[config.mk]
export PLATFORM = sky130hd
export DESIGN_NAME = lin_frame_decoder
export DESIGN_NICKNAME = d
export VERILOG_FILES = /design/src/rtl/lin_frame_decoder.sv
export SDC_FILE = /design/constraint.sdc
export NUM_CORES = 1
export LEC_CHECK = 0
export BUFFER_PORTS_ARGS = -buffer_cell sky130_fd_sc_hd__buf_4
export CAP_MARGIN = 10
export CORE_AREA = 5 5 203 126
export DETAILED_ROUTE_END_ITERATION = 7
export DIE_AREA = 0 0 208 131
export GPL_TIMING_DRIVEN = 0
export PLACE_DENSITY = 0.6
export RECOVER_POWER = 50
export SLEW_MARGIN = 20
export SYNTH_ARGS = -nofsm -noshare
export SYNTH_HDL_FRONTEND = slang
export SYNTH_SLANG_ARGS = --single-unit
[constraint.sdc]
create_clock -name clk -period 5.2 [get_ports clk]
set_clock_uncertainty 0.2 [all_clocks]
set_input_delay 1.04 -clock clk [delete_from_list [all_inputs] [get_ports clk]]
set_output_delay 1.04 -clock clk [all_outputs]
set_load 0.01 [all_outputs]
[src/rtl/lin_frame_decoder.sv]
// LIN slave frame decoder: break/sync/PID header, 8-byte data phase, checksum,
// diagnostic master-request and go-to-sleep extraction.
module lin_frame_decoder #(
    parameter logic [5:0]  EVT_ID     = 6'h10,
    parameter logic [5:0]  UNC_SUB_ID = 6'h11,
    parameter logic [5:0]  UNC_PUB_ID = 6'h12,
    parameter logic [15:0] TIMEOUT    = 16'd2000
) (
    input  logic        clk,
    input  logic        reset,
    input  logic        brk_det,
    input  logic        rx_valid,
    input  logic [7:0]  rx_byte,
    input  logic        rx_err,
    output logic        MASTER_REQ,
    output logic [1:0]  FRAME_TYPE,
    output logic        master_publisher,
    output logic        master_subscriber,
    output logic        MASTER_REQ_frame,
    output logic [3:0]  NAD1,
    output logic        SLEEP_CMD,
    output logic [63:0] rx_data,
    output logic        DATA_VALID,
    output logic        chk_err,
    output logic        pid_err
);

    localparam int unsigned DATA_BYTES = 8;
    localparam int unsigned CNT_W      = 3;
    localparam int unsigned GAP_W      = 16;
    localparam logic [5:0]  DIAG_REQ_ID = 6'h3C;
    localparam logic [5:0]  DIAG_RSP_ID = 6'h3D;
    localparam logic [7:0]  SYNC_BYTE   = 8'h55;
    localparam logic [1:0]  FT_UNC  = 2'b00;
    localparam logic [1:0]  FT_DIAG = 2'b01;
    localparam logic [1:0]  FT_EVT  = 2'b10;
    localparam logic [1:0]  FT_NONE = 2'b11;

    typedef enum logic [2:0] {IDLE, SYNC, PID, DATA, CHK} state_t;

    state_t             r_state, w_state_nxt;
    logic [GAP_W-1:0]   r_gap, w_gap_nxt;
    logic [CNT_W-1:0]   r_cnt, w_cnt_nxt;
    logic [7:0]         r_sum, w_sum_nxt;
    logic               r_diag_req, w_diag_req_nxt;
    logic [63:0]        r_buf, w_buf_nxt;

    logic               r_master_req, w_master_req_nxt;
    logic [1:0]         r_frame_type, w_frame_type_nxt;
    logic               r_pub, w_pub_nxt;
    logic               r_sub, w_sub_nxt;
    logic               r_mrf, w_mrf_nxt;
    logic [3:0]         r_nad, w_nad_nxt;
    logic               r_sleep, w_sleep_nxt;
    logic [63:0]        r_rx_data, w_rx_data_nxt;
    logic               r_dv, w_dv_nxt;
    logic               r_chk_err, w_chk_err_nxt;
    logic               r_pid_err, w_pid_err_nxt;

    logic [5:0]         w_id;
    logic               w_par_ok;
    logic [8:0]         w_sum_add;
    logic [7:0]         w_sum_acc;
    logic               w_timeout;

    logic               w_hit;
    logic [1:0]         w_ft;
    logic               w_pub;
    logic               w_sub;
    logic               w_to_data;
    logic               w_classic;

    assign w_id     = rx_byte[5:0];
    assign w_par_ok = (rx_byte[6] == (rx_byte[0] ^ rx_byte[1] ^ rx_byte[2] ^ rx_byte[4])) &&
                      (rx_byte[7] == ~(rx_byte[1] ^ rx_byte[3] ^ rx_byte[4] ^ rx_byte[5]));
    // End-around carry add; the folded result cannot overflow a second time.
    assign w_sum_add = 9'(r_sum) + 9'(rx_byte);
    assign w_sum_acc = w_sum_add[7:0] + 8'(w_sum_add[8]);
    assign w_timeout = (r_gap >= TIMEOUT);

    // Frame-ID classification of the received PID byte
    always_comb begin
        w_hit     = 1'b1;
        w_ft      = FT_NONE;
        w_pub     = 1'b0;
        w_sub     = 1'b0;
        w_to_data = 1'b0;
        w_classic = 1'b0;
        case (w_id)
            DIAG_REQ_ID: begin w_ft = FT_DIAG; w_pub = 1'b1; w_to_data = 1'b1; w_classic = 1'b1; end
            DIAG_RSP_ID: begin w_ft = FT_DIAG; w_sub = 1'b1; w_classic = 1'b1; end
            EVT_ID:      begin w_ft = FT_EVT;  w_pub = 1'b1; w_to_data = 1'b1; end
            UNC_SUB_ID:  begin w_ft = FT_UNC;  w_pub = 1'b1; w_to_data = 1'b1; end
            UNC_PUB_ID:  begin w_ft = FT_UNC;  w_sub = 1'b1; end
            default:     w_hit = 1'b0;
        endcase
    end

    always_comb begin
        w_state_nxt      = r_state;
        w_gap_nxt        = (r_state == IDLE) ? '0 : r_gap + GAP_W'(1);
        w_cnt_nxt        = r_cnt;
        w_sum_nxt        = r_sum;
        w_diag_req_nxt   = r_diag_req;
        w_buf_nxt        = r_buf;
        w_master_req_nxt = 1'b0;
        w_frame_type_nxt = r_frame_type;
        w_pub_nxt        = r_pub;
        w_sub_nxt        = r_sub;
        w_mrf_nxt        = r_mrf;
        w_nad_nxt        = r_nad;
        w_sleep_nxt      = 1'b0;
        w_rx_data_nxt    = r_rx_data;
        w_dv_nxt         = 1'b0;
        w_chk_err_nxt    = 1'b0;
        w_pid_err_nxt    = 1'b0;

        // Priority: break, then UART error, then inter-byte timeout, then data
        if (brk_det) begin
            w_state_nxt = SYNC;
            w_gap_nxt   = '0;
            w_mrf_nxt   = 1'b0;
        end else if (rx_err) begin
            w_state_nxt = IDLE;
            w_gap_nxt   = '0;
        end else if (r_state != IDLE && w_timeout) begin
            w_state_nxt = IDLE;
            w_gap_nxt   = '0;
        end else if (rx_valid) begin
            case (r_state)
                SYNC: begin
                    w_gap_nxt   = '0;
                    w_state_nxt = (rx_byte == SYNC_BYTE) ? PID : IDLE;
                end
                PID: begin
                    w_gap_nxt   = '0;
                    w_state_nxt = IDLE;
                    if (!w_par_ok) begin
                        w_pid_err_nxt = 1'b1;
                    end else if (w_hit) begin
                        w_master_req_nxt = 1'b1;
                        w_frame_type_nxt = w_ft;
                        w_pub_nxt        = w_pub;
                        w_sub_nxt        = w_sub;
                        w_cnt_nxt        = '0;
                        w_sum_nxt        = w_classic ? 8'h00 : rx_byte;
                        w_diag_req_nxt   = (w_id == DIAG_REQ_ID);
                        if (w_to_data) w_state_nxt = DATA;
                    end
                end
                DATA: begin
                    w_gap_nxt = '0;
                    w_buf_nxt[{r_cnt, 3'b000} +: 8] = rx_byte;
                    w_sum_nxt = w_sum_acc;
                    w_cnt_nxt = r_cnt + CNT_W'(1);
                    if (r_cnt == CNT_W'(DATA_BYTES - 1)) w_state_nxt = CHK;
                end
                CHK: begin
                    w_gap_nxt   = '0;
                    w_state_nxt = IDLE;
                    if (rx_byte == ~r_sum) begin
                        w_dv_nxt      = 1'b1;
                        w_rx_data_nxt = r_buf;
                        if (r_diag_req) begin
                            if (r_buf[7:0] == 8'h00) begin
                                w_sleep_nxt = 1'b1;
                                w_mrf_nxt   = 1'b0;
                            end else begin
                                w_mrf_nxt = 1'b1;
                                w_nad_nxt = r_buf[3:0];
                            end
                        end
                    end else begin
                        w_chk_err_nxt = 1'b1;
                    end
                end
                default: ;
            endcase
        end
    end

    always_ff @(posedge clk) begin
        if (reset) begin
            r_state      <= IDLE;
            r_gap        <= '0;
            r_cnt        <= '0;
            r_sum        <= '0;
            r_diag_req   <= 1'b0;
            r_buf        <= '0;
            r_master_req <= 1'b0;
            r_frame_type <= FT_NONE;
            r_pub        <= 1'b0;
            r_sub        <= 1'b0;
            r_mrf        <= 1'b0;
            r_nad        <= '0;
            r_sleep      <= 1'b0;
            r_rx_data    <= '0;
            r_dv         <= 1'b0;
            r_chk_err    <= 1'b0;
            r_pid_err    <= 1'b0;
        end else begin
            r_state      <= w_state_nxt;
            r_gap        <= w_gap_nxt;
            r_cnt        <= w_cnt_nxt;
            r_sum        <= w_sum_nxt;
            r_diag_req   <= w_diag_req_nxt;
            r_buf        <= w_buf_nxt;
            r_master_req <= w_master_req_nxt;
            r_frame_type <= w_frame_type_nxt;
            r_pub        <= w_pub_nxt;
            r_sub        <= w_sub_nxt;
            r_mrf        <= w_mrf_nxt;
            r_nad        <= w_nad_nxt;
            r_sleep      <= w_sleep_nxt;
            r_rx_data    <= w_rx_data_nxt;
            r_dv         <= w_dv_nxt;
            r_chk_err    <= w_chk_err_nxt;
            r_pid_err    <= w_pid_err_nxt;
        end
    end

    assign MASTER_REQ        = r_master_req;
    assign FRAME_TYPE        = r_frame_type;
    assign master_publisher  = r_pub;
    assign master_subscriber = r_sub;
    assign MASTER_REQ_frame  = r_mrf;
    assign NAD1              = r_nad;
    assign SLEEP_CMD         = r_sleep;
    assign rx_data           = r_rx_data;
    assign DATA_VALID        = r_dv;
    assign chk_err           = r_chk_err;
    assign pid_err           = r_pid_err;

endmodule

# After elaboration in Yosys (flattened, before gate mapping)
# Cells that the tools add are included.
[totals] regBits=173 out_inout_bits=78 word_cells=123
[classes] n_mux=32 n_eq_ne=18 addsub=5 n_reduce_logical=29 n_bitwise=18 shift=2 order_cmp=1
[op_table] op="64-bit bitwise mux" count=1
[op_table] op="8-bit by 8-bit variable shift with 64-bit output (first input constant)" count=1
[op_table] op="8-bit by 8-bit indexed part select with 64-bit output" count=1
[op_table] op="16-bit two-way mux" count=3
[op_table] op="8-bit two-way mux" count=3
[op_table] op="6-bit by 5-bit equality test with 1-bit output (second input constant)" count=3
[op_table] op="16-bit by 1-bit adder with 16-bit output (second input constant)" count=1
[op_table] op="16-bit by 11-bit greater-or-equal comparator with 1-bit output (second input constant)" count=1
[op_table] op="8-bit one-hot mux with 2 select lines" count=1
[op_table] op="1-bit two-way mux" count=14
[op_table] op="7-bit AND reduction" count=2
[op_table] op="6-bit equality test (second input constant)" count=2
[op_table] op="3-bit one-hot mux with 4 select lines" count=1
[op_table] op="6-bit AND reduction" count=2
[op_table] op="6-bit OR reduction" count=2
[op_table] op="1-bit NOT" count=11
[op_table] op="8-bit by 8-bit adder with 9-bit output" count=1
[op_table] op="3-bit two-way mux" count=3
[op_table] op="8-bit by 1-bit adder with 8-bit output" count=1
[op_table] op="8-bit by 7-bit equality test with 1-bit output (second input constant)" count=1
[op_table] op="8-bit equality test" count=1
[op_table] op="8-bit logical NOT" count=1
[op_table] op="2-bit two-way mux" count=4
[op_table] op="6-bit negation with 8-bit output" count=1
[op_table] op="26 further kinds" count=43

# Logic depth before layout (Yosys ltp)
# Gate-level depths: netlist of the first run.
[depth] depth_word=12 depth_mapped=13

# Worst setup path before layout of the first run
# No wires, ideal clock.
[synth_timing] path_type="input-to-reg" startpoint="input rx_byte[5]" endpoint="register r_sum[6]" setup_slack_ns=1.464 required_time_ns=4.914 t_arrival_ns=3.450 stages=12 path_buffers=1 cell_sequence="ha_1 -> clkbuf_1 -> a21o_1 -> a21oi_1 -> o21ai_0 -> ha_1 -> nand2_1 -> a2111oi_1 -> nor2_1 -> a2111oi_2 -> nor3_1 -> a211oi_1"
[synth_between] elab_chain_len=7
[synth_lines] element="start, declared" line_no="13" rtl="input logic [7:0] rx_byte,"
[synth_lines] element="parallel branches: the longest is 7 deep, another holds 8-bit by 8-bit adder with 9-bit output"
[synth_lines] element="end signal, assigned" line_no="205" rtl="r_sum <= w_sum_nxt;"
[synth_lines] element="end, declared" line_no="44" rtl="logic [7:0] r_sum, w_sum_nxt;"
# Several ways; the timed one is not identified. The select of a mux whose other input is x is not followed.
# A chain may end at the register's enable or synchronous reset.

# Worst setup path in the final report of the first run
# Same ends and word-level chain as after synthesis.

==> impl_results.md, run 1 <==
- WP data arrival: 4.24 ns
- Slowest cell on the critical path: a2111oi_1
- Worst skew pair latency: 0.43 ns
- Root Driver: clkbuf_16
- Max-Cap Viols: 1
- DR vias/cell: 4.837
- Reg2reg setup slack: 1.16 ns
- Max VDD drop: 194.2 uV
- Worst Hold Endpoint: rx_data[24]$_SDFFE_PP0P_
- Largest net degree at the start of global routing: 17
- Critical path buffer and inverter count: 2
- Synth Flop Type: dfxtp_1
- CP startpoint kind: input port
- Core area: 23670 um^2
- # IOs: 91
- Ys async rst share: 0%
- Placed Cells: 1285
- DP Area: 9189 um^2
- Library cells used by synthesis: 67
- Leak: 0.003544 uW
- Finished Core Util: 39.99%
- FF-to-FF Start: r_state[0]$_SDFFE_PP0P_
- Largest area contributor in the netlist: dfxtp_1
- GRT Total Usage: 15.56%
- Worst-path clk slew: 0.07 ns
- RSZ-0062 raised after global routing: no
- First-pass GRT wire length: 33090 um
- Number of setup buffers added after CTS: 0
- Starting DRT DRC Count: 454
- Initial antenna violation count: 0
- Total gr overflow: 0
- Tcrit/Tclk final: 78.78%
- Vias in the first global route: 5795
- Seq cells post-synth: 173
- P per Cell Area: 295.0 nW/um^2
- # rows: 44
- Clock buffer count from CTS: 17
- Die width: 208 um
- Worst slack at placement: 0.7564 ns
- IO buf count: 89
- Hold Path Class: reg2reg
- Average size of a mapped cell: 9.314 um^2
- Hold Crit Start: r_buf[24]$_SDFFE_PP0P_
- Final count of pins violating max slew: 10
- DRC Markers: 0
- Critical path type: in2reg
- Nets: 1018
- WL/cell: 16.25 um
- CP Capture Type: register
- Setup violators final: 0
- Hold Fails Final Rpt: 0
- R2R depth: 8
- GP Congestion: 0.8739
- Post-cts resize count: 0
- Fillers: 2421
- Setup slack after layout: 1.104 ns
- Slew margin rel.: -29.67%
- Synthesis warning total: 0
- Violated checks: capacitance limit, slew limit
- Fin area: 9467 um^2
- Worst path required time: 5.35 ns
- Final Routed Wirelength: 21400 um
- Initial Util: 34.23%
- Worst slew pin tran: 1.940 ns
- Post-route ant nets: 0
- TritonCTS Sinks: 173
- Status: complete, but fails checks
- Final Non-Filler Cells: 1317
- Layout cells sized above 1: 19.10%
- Layout area overhead: 16.83%
- Hold depth: 2
- CP Max Fanout: 10
- Mapped Area: 8103 um^2
- Die area: 27250 um^2
- Post-CTS Hold Fix Bufs: 0
- Max stage delay on crit path: 0.53 ns
- TritonCTS clock tree: yes
- Setup TNS: 0 ns
- H-tree level count: 4
- Clock tree buffer depth: 2
- DP Wirelength: 16180 um
- Number of diodes: 0
- Delay-heaviest family, CP: compound AO/OA/AOI/OAI gates
- Fmax: 244.1 MHz
- FF-to-FF End: rx_data[16]$_SDFFE_PP0P_
- Min cycle time layout: 4.096 ns
- Cell-by-cell trace of the critical path: buf_4 -> ha_1 -> clkbuf_1 -> a21o_1 -> a21oi_1 -> o21ai_0 -> ha_1 -> nand2_1 -> a2111oi_1 -> nor2_1 -> a2111oi_2 -> nor3_1 -> a211oi_1
- Area share of the largest cell type after synthesis: 42.74%
- Seq/Total Area, Yosys: 42.74%
- Vias after detailed routing: 6370
- Synth top area cells: dfxtp_1 (43%), mux2i_1 (8.3%), a21oi_2 (6.5%)
- DR pass1 iterations: 5
- Most used cell, CP: ha_1
- Post-synth EDFFs: 0
- Chip Height: 131 um
- Post-Syn Instances: 870
==> Yosys cell counts, drive strengths merged, types with 2 or more instances <==
library cell,n
nand2,175
dfxtp,173
a21oi,79
mux2i,67
nor2,66
nand2b,46
clkbuf,35
ha,22
nand3,19
buf,17
o21ai,15
inv,12
xnor2,12
a211oi,11
nor2b,11
nor3,10
and3,9
nand3b,9
nand4,7
nor3b,7
xor2,7
a22oi,5
nor4b,5
a2111oi,4
a31oi,4
and4,4
o211ai,4
a21o,3
and3b,3
a211o,2
nor4,2
o2111ai,2
o31a,2
or2,2
or3,2
==> per-stage QoR <==
| stage | power [uW] | hold slack (ns) |
|---|---|---|
| after floorplan | 1436 | 0.2347 |
| after global placement | 1473 | 0.2432 |
| after detailed placement | 1473 | 0.2484 |
| after CTS | 2824 | 0.2516 |
| after global routing | 2894 | 0.2658 |
| final | 2793 | 0.2504 |
==> worst min-delay path, stage by stage (launching register included) <==
cell and delay (ns):
dfxtp_1 0.32, nand2_2 0.06, a21oi_2 0.04
==> cell type report <==
| class | count | area (um^2) | area share (%) |
|---|---|---|---|
| plain buffers | 52 | 315.3 | 3.331 |
| clock buffers | 18 | 439.2 | 4.639 |
| clock inverters | 14 | 182.7 | 1.930 |
| inverters | 12 | 45.04 | 0.4758 |
| multi-input cells | 637 | 4247 | 44.86 |
| flip-flops and latches | 173 | 3463 | 36.58 |
| well taps | 322 | 402.9 | 4.256 |
| repair buffers | 89 | 371.6 | 3.925 |
==> sequential cells by signal, indices dropped and copies added, names as in the netlist <==
| signal | cells |
|---|---|
| r_diag_req | 1 |
| MASTER_REQ_frame | 1 |
| r_state | 3 |
| r_buf | 64 |
| r_cnt | 3 |
| pid_err | 1 |
| master_publisher | 1 |
| rx_data | 64 |
| FRAME_TYPE | 2 |
| chk_err | 1 |
| DATA_VALID | 1 |
| SLEEP_CMD | 1 |
| r_sum | 8 |
| MASTER_REQ | 1 |
| r_gap | 16 |
| master_subscriber | 1 |
| NAD1 | 4 |
==> where the power goes <==
| group | switching (uW) | leakage [uW] | total, uW | internal, uW |
|---|---|---|---|---|
| Combinational | 72.7 | 0.00186 | 113 | 39.8 |
| Clock | 572 | 0.000293 | 1350 | 780 |
| Sequential | 1.84 | 0.00139 | 1330 | 1330 |
| Total | 646 | 0.00354 | 2790 | 2150 |
==> routing by layer <==
layer  vias to the layer above  share of wire, %  wire, um  global-route usage (%)
li1                       3188                 -         -                       -
met5                         -                 0         0                       0
met4                         0               1.1       240                   4.245
met1                      2998                55     11860                   24.42
met2                       162                38      8078                   20.45
met3                        22               5.7      1223                   4.199
==> cell families (layout without fill, tap and decap cells) <==
logic type / after synthesis / after routing / share of synthesized area, %
muxes: 67 / 67 / 8.277
and+or+nand+nor: 379 / 379 / 24.41
adders and majority gates: 23 / 23 / 3.644
xor gates and xnor gates: 21 / 21 / 2.625
DFF: 173 / 173 / 42.74
buffers and inverters: 64 / 185 / 4.447
other: 1 / 5 / 0.04628
AOI/OAI and AO/OA: 142 / 142 / 13.81
==> layout by cell type (no fill, tap or decap), types with 17 or more instances in the layout <==
cell type / n
nand2_2: 61
nand2_1: 114
nor2_1: 66
a21oi_1: 19
dfxtp_1: 173
clkbuf_1: 114
clkbuf_16: 17
nand3_1: 19
nand2b_1: 46
ha_1: 22
mux2i_1: 67
a21oi_2: 60
==> how the worst max path moves through the flow <==
stage	start	end	slack, ns	cells after the start
floorplan	rx_byte[5]	r_sum[6]$_SDFFE_PP0P_	1.46	12
global placement	rx_byte[5]	r_sum[6]$_SDFFE_PP0P_	0.74	13
detailed placement	rx_byte[5]	r_sum[6]$_SDFFE_PP0P_	0.76	13
CTS	rx_byte[5]	r_sum[6]$_SDFFE_PP0P_	1.20	13
global route	rx_byte[5]	r_sum[6]$_SDFFE_PP0P_	0.81	13
finish	rx_byte[5]	r_sum[6]$_SDFFE_PP0P_	1.10	13
(Power assumes the default switching activity.)
==> run 2: changes to the inputs <==
- clock period: 5.2 -> 4 ns (I/O delays scaled with it)
==> run 2 against run 1 <==
Net effect:
- the run now ends clean
- sequential share of layout area about the same
- worst setup slack worse by 0.77 ns
- combinational power grew 30%
- first-iteration DRC count increased by 7.7%
- cell count is the same
- count of clock-buffer cells in the layout did not move
- clock power rose by 30%
- hold slack hardly changed
- register-to-register slack lost 0.66 ns
==> impl_results.md, run 2 (synthesized netlist as in run 1, its figures left out) <==
- Most common cell after layout, fill and taps aside: dfxtp_1
- Clock tree buffer depth: 2 (unchanged)
- Tcrit/Tclk final: 91.63%
- GRT met2 Usage: 20.45% (unchanged)
- FF-to-FF Start: r_sum[5]$_SDFFE_PP0P_
- Vias after detailed routing: 6392 (+0.35%)
- Flop pwr share: 47.6% (about the same)
- IO buf count: 89 (unchanged)
- DP Wirelength: 16180 um (unchanged)
- Tot Pwr: 3631 uW (+30%)
- # rows: 44 (unchanged)
- Largest net degree at the start of global routing: 17 (unchanged)
- Sw Ratio: 23.14% (about the same)
- H-tree level count: 4 (unchanged)
- Root Driver: clkbuf_16
- Nets: 1018 (unchanged)
- Max stage delay on crit path: 0.38 ns (-0.15 ns)
- Routing usage on met3: 4.199% (unchanged)
- Worst slack at placement: -0.2036 ns (-0.9600 ns)
- GP Congestion: 0.8739 (unchanged)
- DR pass1 iterations: 5 (unchanged)
- Layout cells sized above 1: 19.20% (+0.10 points)
- Final count of pins violating max slew: 0 (-10)
- Starting DRT DRC Count: 489 (+7.7%)
- First-pass GRT wire length: 33090 um (unchanged)
- Post-CTS Hold Fix Bufs: 0 (unchanged)
- TritonCTS Sinks: 173 (unchanged)
- Layout area overhead: 16.97%
- Fin area: 9478 um^2 (+0.12%)
- Initial antenna violation count: 0 (unchanged)
- CP startpoint kind: input port
- Number of setup buffers added after CTS: 0 (unchanged)
- FF-to-FF End: r_sum[6]$_SDFFE_PP0P_
- Core area: 23670 um^2 (unchanged)
- Finished Core Util: 40.04% (+0.048 points)
- Die area: 27250 um^2 (unchanged)
- Setup violators final: 0 (unchanged)
- Int Pwr: 2791 uW (+30%)
- Min cycle time layout: 3.665 ns
- Hold Fails Final Rpt: 0 (unchanged)
- Cell-by-cell trace of the critical path: buf_4 -> ha_1 -> clkbuf_1 -> a21o_1 -> a21oi_1 -> o21ai_0 -> ha_1 -> nand2_1 -> a2111oi_2 -> nor2_1 -> a2111oi_2 -> nor3_1 -> a211oi_1
- Max-Cap Viols: 0 (-1)
- WP data arrival: 3.81 ns (-0.43 ns)
- R2R depth: 12 (+4)
- Psw: 840.0 uW (+30%)
- Final Routed Wirelength: 21390 um (about the same)
- Setup TNS: 0 ns (unchanged)
- CP Max Fanout: 10 (unchanged)
- Clock buffer count from CTS: 17 (unchanged)
- DR vias/cell: 4.853 (+0.35%)
- DRC Markers: 0 (unchanged)
- Grt met1 use: 24.42% (unchanged)
- Initial Util: 34.23% (unchanged)
- Reg2reg setup slack: 0.50 ns (-0.66 ns)
- CP Capture Type: register
- DP Area: 9189 um^2 (unchanged)
- Commonest cells after routing, fill and taps aside: dfxtp_1 (173), clkbuf_1 (115), nand2_1 (115), mux2i_1 (67), nor2_1 (66)
- Post-route ant nets: 0 (unchanged)
- Critical path type: in2reg
- GRT Total Usage: 15.56% (unchanged)
- Setup slack after layout: 0.3348 ns (-0.7689 ns)
- Number of diodes: 0 (unchanged)
- Worst slew pin tran: 1.135 ns (-0.8050 ns)
- Leak: 0.003540 uW (-0.11%)
- Worst skew pair latency: 0.43 ns (about the same)
- Fmax: 272.8 MHz
- Total gr overflow: 0 (unchanged)
- Slowest cell on the critical path: a2111oi_2
- Grt peak-use layer: met1
- Vias in the first global route: 5795 (unchanged)
- Fillers: 2419 (-0.083%)
- CP endpoint: r_sum[6]$_SDFFE_PP0P_
- # IOs: 91 (unchanged)
- Max VDD drop: 252.9 uV (+30%)
- WL/cell: 16.24 um (about the same)
- Worst-path clk slew: 0.07 ns (about the same)
- RSZ-0062 raised after global routing: no
- Die width: 208 um (unchanged)
- Clock power share: 48.4% (about the same)
- Chip Height: 131 um (unchanged)
- TritonCTS clock tree: yes
- Slew margin rel.: 24.17% (+54 points)
- Hold Path Class: reg2reg
- P per Cell Area: 383.1 nW/um^2 (+30%)
- Worst path required time: 4.14 ns (-1.21 ns)
- Crit path from: rx_byte[5]
- Logic pwr share: 4.0% (about the same)
- Status: completed
run 2: worst max-delay path: cells and delay by family:
| family | cells | cell delay (ns) |
|---|---|---|
| buffers and inverters | 2 | 0.46 |
| AOI/OAI and AO/OA | 6 | 1.60 |
| adders and majority gates | 2 | 0.57 |
| and+or+nand+nor | 3 | 0.39 |
run 2: what timing repair did:
item | CTS | global route
endpoints found under the hold margin | 0 | 0
endpoints found under the setup margin | 0 | 1
gates resized for setup | 0 | 2
run 2: routing by layer:
layer / share of wire [%] / routed length [um]
met5: 0 / 0
met4: 1.1 / 237
met3: 5.4 / 1165
met2: 38 / 8071
met1: 56 / 11910
run 2: through the flow:
step,instances,hold slack (ns)
after floorplan,874,0.2347
after global placement,1285,0.2432
after detailed placement,1285,0.2484
after CTS,1317,0.2516
after global routing,1317,0.2658
final,1317,0.2500
run 2: area by class of cell:
type,count,area (um^2),area share [%]
Multi-Input combinational cell,637,4259,44.94
Sequential cell,173,3463,36.54
Clock buffer,18,439.2,4.634
Tap cell,322,402.9,4.251
Timing Repair Buffer,89,371.6,3.921
Buffer,52,314.1,3.314
Clock inverter,14,182.7,1.927
Inverter,12,45.04,0.4752
run 2: worst min-delay path by stage:
stage                           startpoint                  endpoint  slack [ns]  cells after the start
floorplan           r_buf[32]$_SDFFE_PP0P_  rx_data[32]$_SDFFE_PP0P_        0.23                      2
global placement    r_buf[34]$_SDFFE_PP0P_  rx_data[34]$_SDFFE_PP0P_        0.24                      2
detailed placement  r_buf[26]$_SDFFE_PP0P_  rx_data[26]$_SDFFE_PP0P_        0.25                      2
CTS                 r_buf[24]$_SDFFE_PP0P_  rx_data[24]$_SDFFE_PP0P_        0.25                      2
global route        r_buf[26]$_SDFFE_PP0P_  rx_data[26]$_SDFFE_PP0P_        0.27                      2
finish              r_buf[24]$_SDFFE_PP0P_  rx_data[24]$_SDFFE_PP0P_        0.25                      2
run 2: power groups by stage:
stage / logic (uW) / clock network (uW) / registers [uW]
2_1_floorplan: 100 / 0 / 1770
3_3_place_gp: 148 / 0 / 1770
3_5_place_dp: 148 / 0 / 1770
4_1_cts: 149 / 1800 / 1730
5_1_grt: 160 / 1880 / 1730
6_report: 147 / 1760 / 1730
==> run 3: changes to the inputs <==
- ABC_AREA: unset -> 1
- CORE_AREA: 5 5 203 126 -> 5 5 199 124
- DIE_AREA: 0 0 208 131 -> 0 0 204 129
- TNS_END_PERCENT: unset -> 30
==> run 3 against run 2 <==
Net effect:
- non-clock buffer count shrank 5
- power shrank 1.1%
- die area shrank 3.4%
- utilization grew 0.24 points
- critical endpoint is now r_sum[7]$_SDFFE_PP0P_
- wire length grew 7.3%
- clock power shrank 3%
- hold slack lost 0.0065 ns
- count of clock-buffer cells in the layout grew 5
- synthesized cell count grew 24%
- highest routed layer unchanged
- sequential share of layout area grew 1.4 points
==> impl_results.md, run 3 <==
- Mapped Area: 7790 um^2 (-3.9%)
- Worst Hold Endpoint: rx_data[17]$_SDFFE_PP0P_
- GRT Total Usage: 17.27% (+1.7 points)
- Final Routed Wirelength: 22940 um (+7.3%)
- Xor and xnor fraction of the mapped netlist area: 0.7870% (-1.8 points)
- Critical path type: in2reg
- IO buf count: 90 (+1.1%)
- Max stage delay on crit path: 0.44 ns (+0.06 ns)
- Fmax: 297.9 MHz (+9.2%)
- Min cycle time layout: 3.357 ns (-0.3080 ns)
- Post-Syn Instances: 1083 (+24%)
- Area share of the largest cell type after synthesis: 44.46% (+1.7 points)
- Ys async rst share: 0% (unchanged)
- Hold Fails Final Rpt: 0 (unchanged)
- Slowest cell on the critical path: nor3_1
- Delay-heaviest family, CP: simple AND/OR/NAND/NOR gates
- Critical path buffer and inverter count: 2 (unchanged)
- Most common cell after layout, fill and taps aside: nand2_1
- CP startpoint kind: input port
- Die width: 204 um (-1.9%)
- Compound-Gate Fraction of Synth Area: 14.97% (+1.2 points)
- Commonest cells after routing, fill and taps aside: nand2_1 (183), dfxtp_1 (173), inv_1 (144), nor2_1 (134), a21oi_1 (127)
- Number of diodes: 0 (unchanged)
- Clock buffer count from CTS: 17 (unchanged)
- Final count of pins violating max slew: 0 (unchanged)
- Post-CTS Hold Fix Bufs: 0 (unchanged)
- Largest area contributor in the netlist: dfxtp_1
- Post-synth EDFFs: 0 (unchanged)
- Max VDD drop: 308.0 uV (+22%)
- Post-synthesis mux area share: 0% (-8.3 points)
- Synthesis warning total: 0 (unchanged)
- # IOs: 91 (unchanged)
- Post-cts resize count: 0 (unchanged)
- Slew margin rel.: 53.51% (+29 points)
- Post-route ant nets: 0 (unchanged)
- Cell-by-cell trace of the critical path: clkbuf_1 -> ha_1 -> inv_1 -> nor3_1 -> a221o_1 -> ha_1 -> nand2_1 -> nor2_1 -> nand3_1 -> nor2_1 -> nand3_1 -> nand2_1 -> nand3_1 -> nand2_1 -> a21oi_1
- Seq/Total Area, Yosys: 44.46% (+1.7 points)
- TritonCTS Sinks: 173 (unchanged)
- Core area: 22650 um^2 (-4.3%)
- Die area: 26320 um^2 (-3.4%)
- Post-Synth Adder-Cell Area: 3.791% (+0.15 points)
- Library cells used by synthesis: 41 (-39%)
- Simple logic cell fraction of the synthesized area: 25.57% (+1.2 points)
- Root Driver: clkbuf_16
- Synth top area cells: dfxtp_1 (44%), nand2_1 (8.8%), a21oi_1 (8.2%)
- P per Cell Area: 393.5 nW/um^2 (+2.7%)
- Worst path required time: 4.09 ns (-0.05 ns)
- CP Capture Type: register
- Status: completed
- Largest net degree at the start of global routing: 17 (unchanged)
- TritonCTS clock tree: yes
- Synth top cells by count: nand2_1 (183), dfxtp_1 (173), inv_1 (144), nor2_1 (133), a21oi_1 (127)
- Tcrit/Tclk final: 83.93% (-7.7 points)
- RSZ-0062 raised after global routing: no
- DRC Markers: 0 (unchanged)
- Initial antenna violation count: 0 (unchanged)
- FF-to-FF Start: r_sum[0]$_SDFFE_PP0P_
- DR vias/cell: 4.703 (-3.1%)
- Clock tree buffer depth: 2 (unchanged)
- Reg2reg setup slack: 0.89 ns (+0.39 ns)
- Hold depth: 2 (unchanged)
- Synth Flop Type: dfxtp_1
- # rows: 43 (-2.3%)
- Layout area overhead: 17.11%
- Worst-path clk slew: 0.07 ns (about the same)
- Hold Crit Start: rx_data[17]$_SDFFE_PP0P_
- Setup TNS: 0 ns (unchanged)
- Starting DRT DRC Count: 632 (+29%)
- DR pass1 iterations: 5 (unchanged)
- FF-to-FF End: r_sum[3]$_SDFFE_PP0P_
- Worst slew pin tran: 0.6974 ns (-0.4378 ns)
- H-tree level count: 4 (unchanged)
- Vias in the first global route: 6467 (+12%)
- Largest family of logic cells by synthesized area: simple AND/OR/NAND/NOR gates
- Nets: 1232 (+21%)
- WL/cell: 15.05 um (-7.3%)
- WP data arrival: 3.44 ns (-0.37 ns)
- Max-Cap Viols: 0 (unchanged)
- CP Max Fanout: 5 (-5)
- R2R depth: 13 (+1)
- GP Congestion: 0.9332 (+6.8%)
- Hold Path Class: reg2reg
- First-pass GRT wire length: 35670 um (+7.8%)
- Average size of a mapped cell: 7.193 um^2 (-23%)
- Layout cells sized above 1: 7.113% (-12 points)
- Total gr overflow: 0 (unchanged)
- Worst skew pair latency: 0.43 ns (about the same)
- Number of setup buffers added after CTS: 0 (unchanged)
- Vias after detailed routing: 7168 (+12%)
- Chip Height: 129 um (-1.5%)
- Initial Util: 34.39% (+0.16 points)
- DP Wirelength: 17840 um (+10%)
- Leak: 0.003679 uW (+3.9%)
- Most frequent cell after synthesis: nand2_1
- Hold_ws: 0.2435 ns (-0.006465 ns)
- Crit path from: rx_byte[6]
- Seq cells post-synth: 173 (unchanged)
- Setup violators final: 0 (unchanged)
-- run 3: power by group --
group	internal [uW]	total, uW	switching [uW]
Clock	1020	1700	685
Combinational	43.1	157	114
Sequential	1730	1730	2.91
-- run 3: worst max-delay path by stage --
stage | depth (start not counted) | to
4_1_cts | 14 | r_sum[3]$_SDFFE_PP0P_
3_3_place_gp | 14 | r_sum[3]$_SDFFE_PP0P_
2_1_floorplan | 13 | r_sum[3]$_SDFFE_PP0P_
5_1_grt | 16 | r_sum[6]$_SDFFE_PP0P_
6_report | 15 | r_sum[7]$_SDFFE_PP0P_
3_5_place_dp | 14 | r_sum[3]$_SDFFE_PP0P_
-- run 3: area by class of cell --
cell class | instances | area, um^2
inverters | 151 | 568.0
flip-flops and latches | 173 | 3463
multi-input cells | 717 | 3507
clock inverters | 9 | 135.1
well taps | 315 | 394.1
plain buffers | 46 | 215.2
repair buffers | 90 | 371.6
fillers | 2485 | 13530
clock buffers | 23 | 467.9
-- run 3: metal layers --
metal	share of wire, %	track usage (%)	vias up
met5	0	0	-
met4	0.75	2.992	0
met3	7.9	4.408	15
met2	37	22.21	224
met1	55	28.40	3233
li1	-	-	3696
-- run 3: through the flow --
step           cells  setup WS, ns  cell area, um^2  power (uW)  util, %
2_1_floorplan   1087        0.7838             7805        1864        -
3_3_place_gp    1492        0.3804             8875        1923    39.18
3_5_place_dp    1492        0.3362             8875        1925    39.18
4_1_cts         1524        0.7799             9478        3617    41.84
5_1_grt         1524        0.4812             9123        3709    40.28
6_report        1524        0.6428             9123        3589    40.28
-- run 3: cell families after synthesis --
logic type                 count (synthesis)
xor gates and xnor gates                   7
and+or+nand+nor                          453
DFF                                      173
other                                      1
buffers and inverters                    197
AOI/OAI and AO/OA                        229
adders and majority gates                 23
-- run 3: tightest hold or removal path: stages (launching register included) --
cell,delay [ns]
dfxtp_1,0.31
inv_1,0.04
a21oi_1,0.05
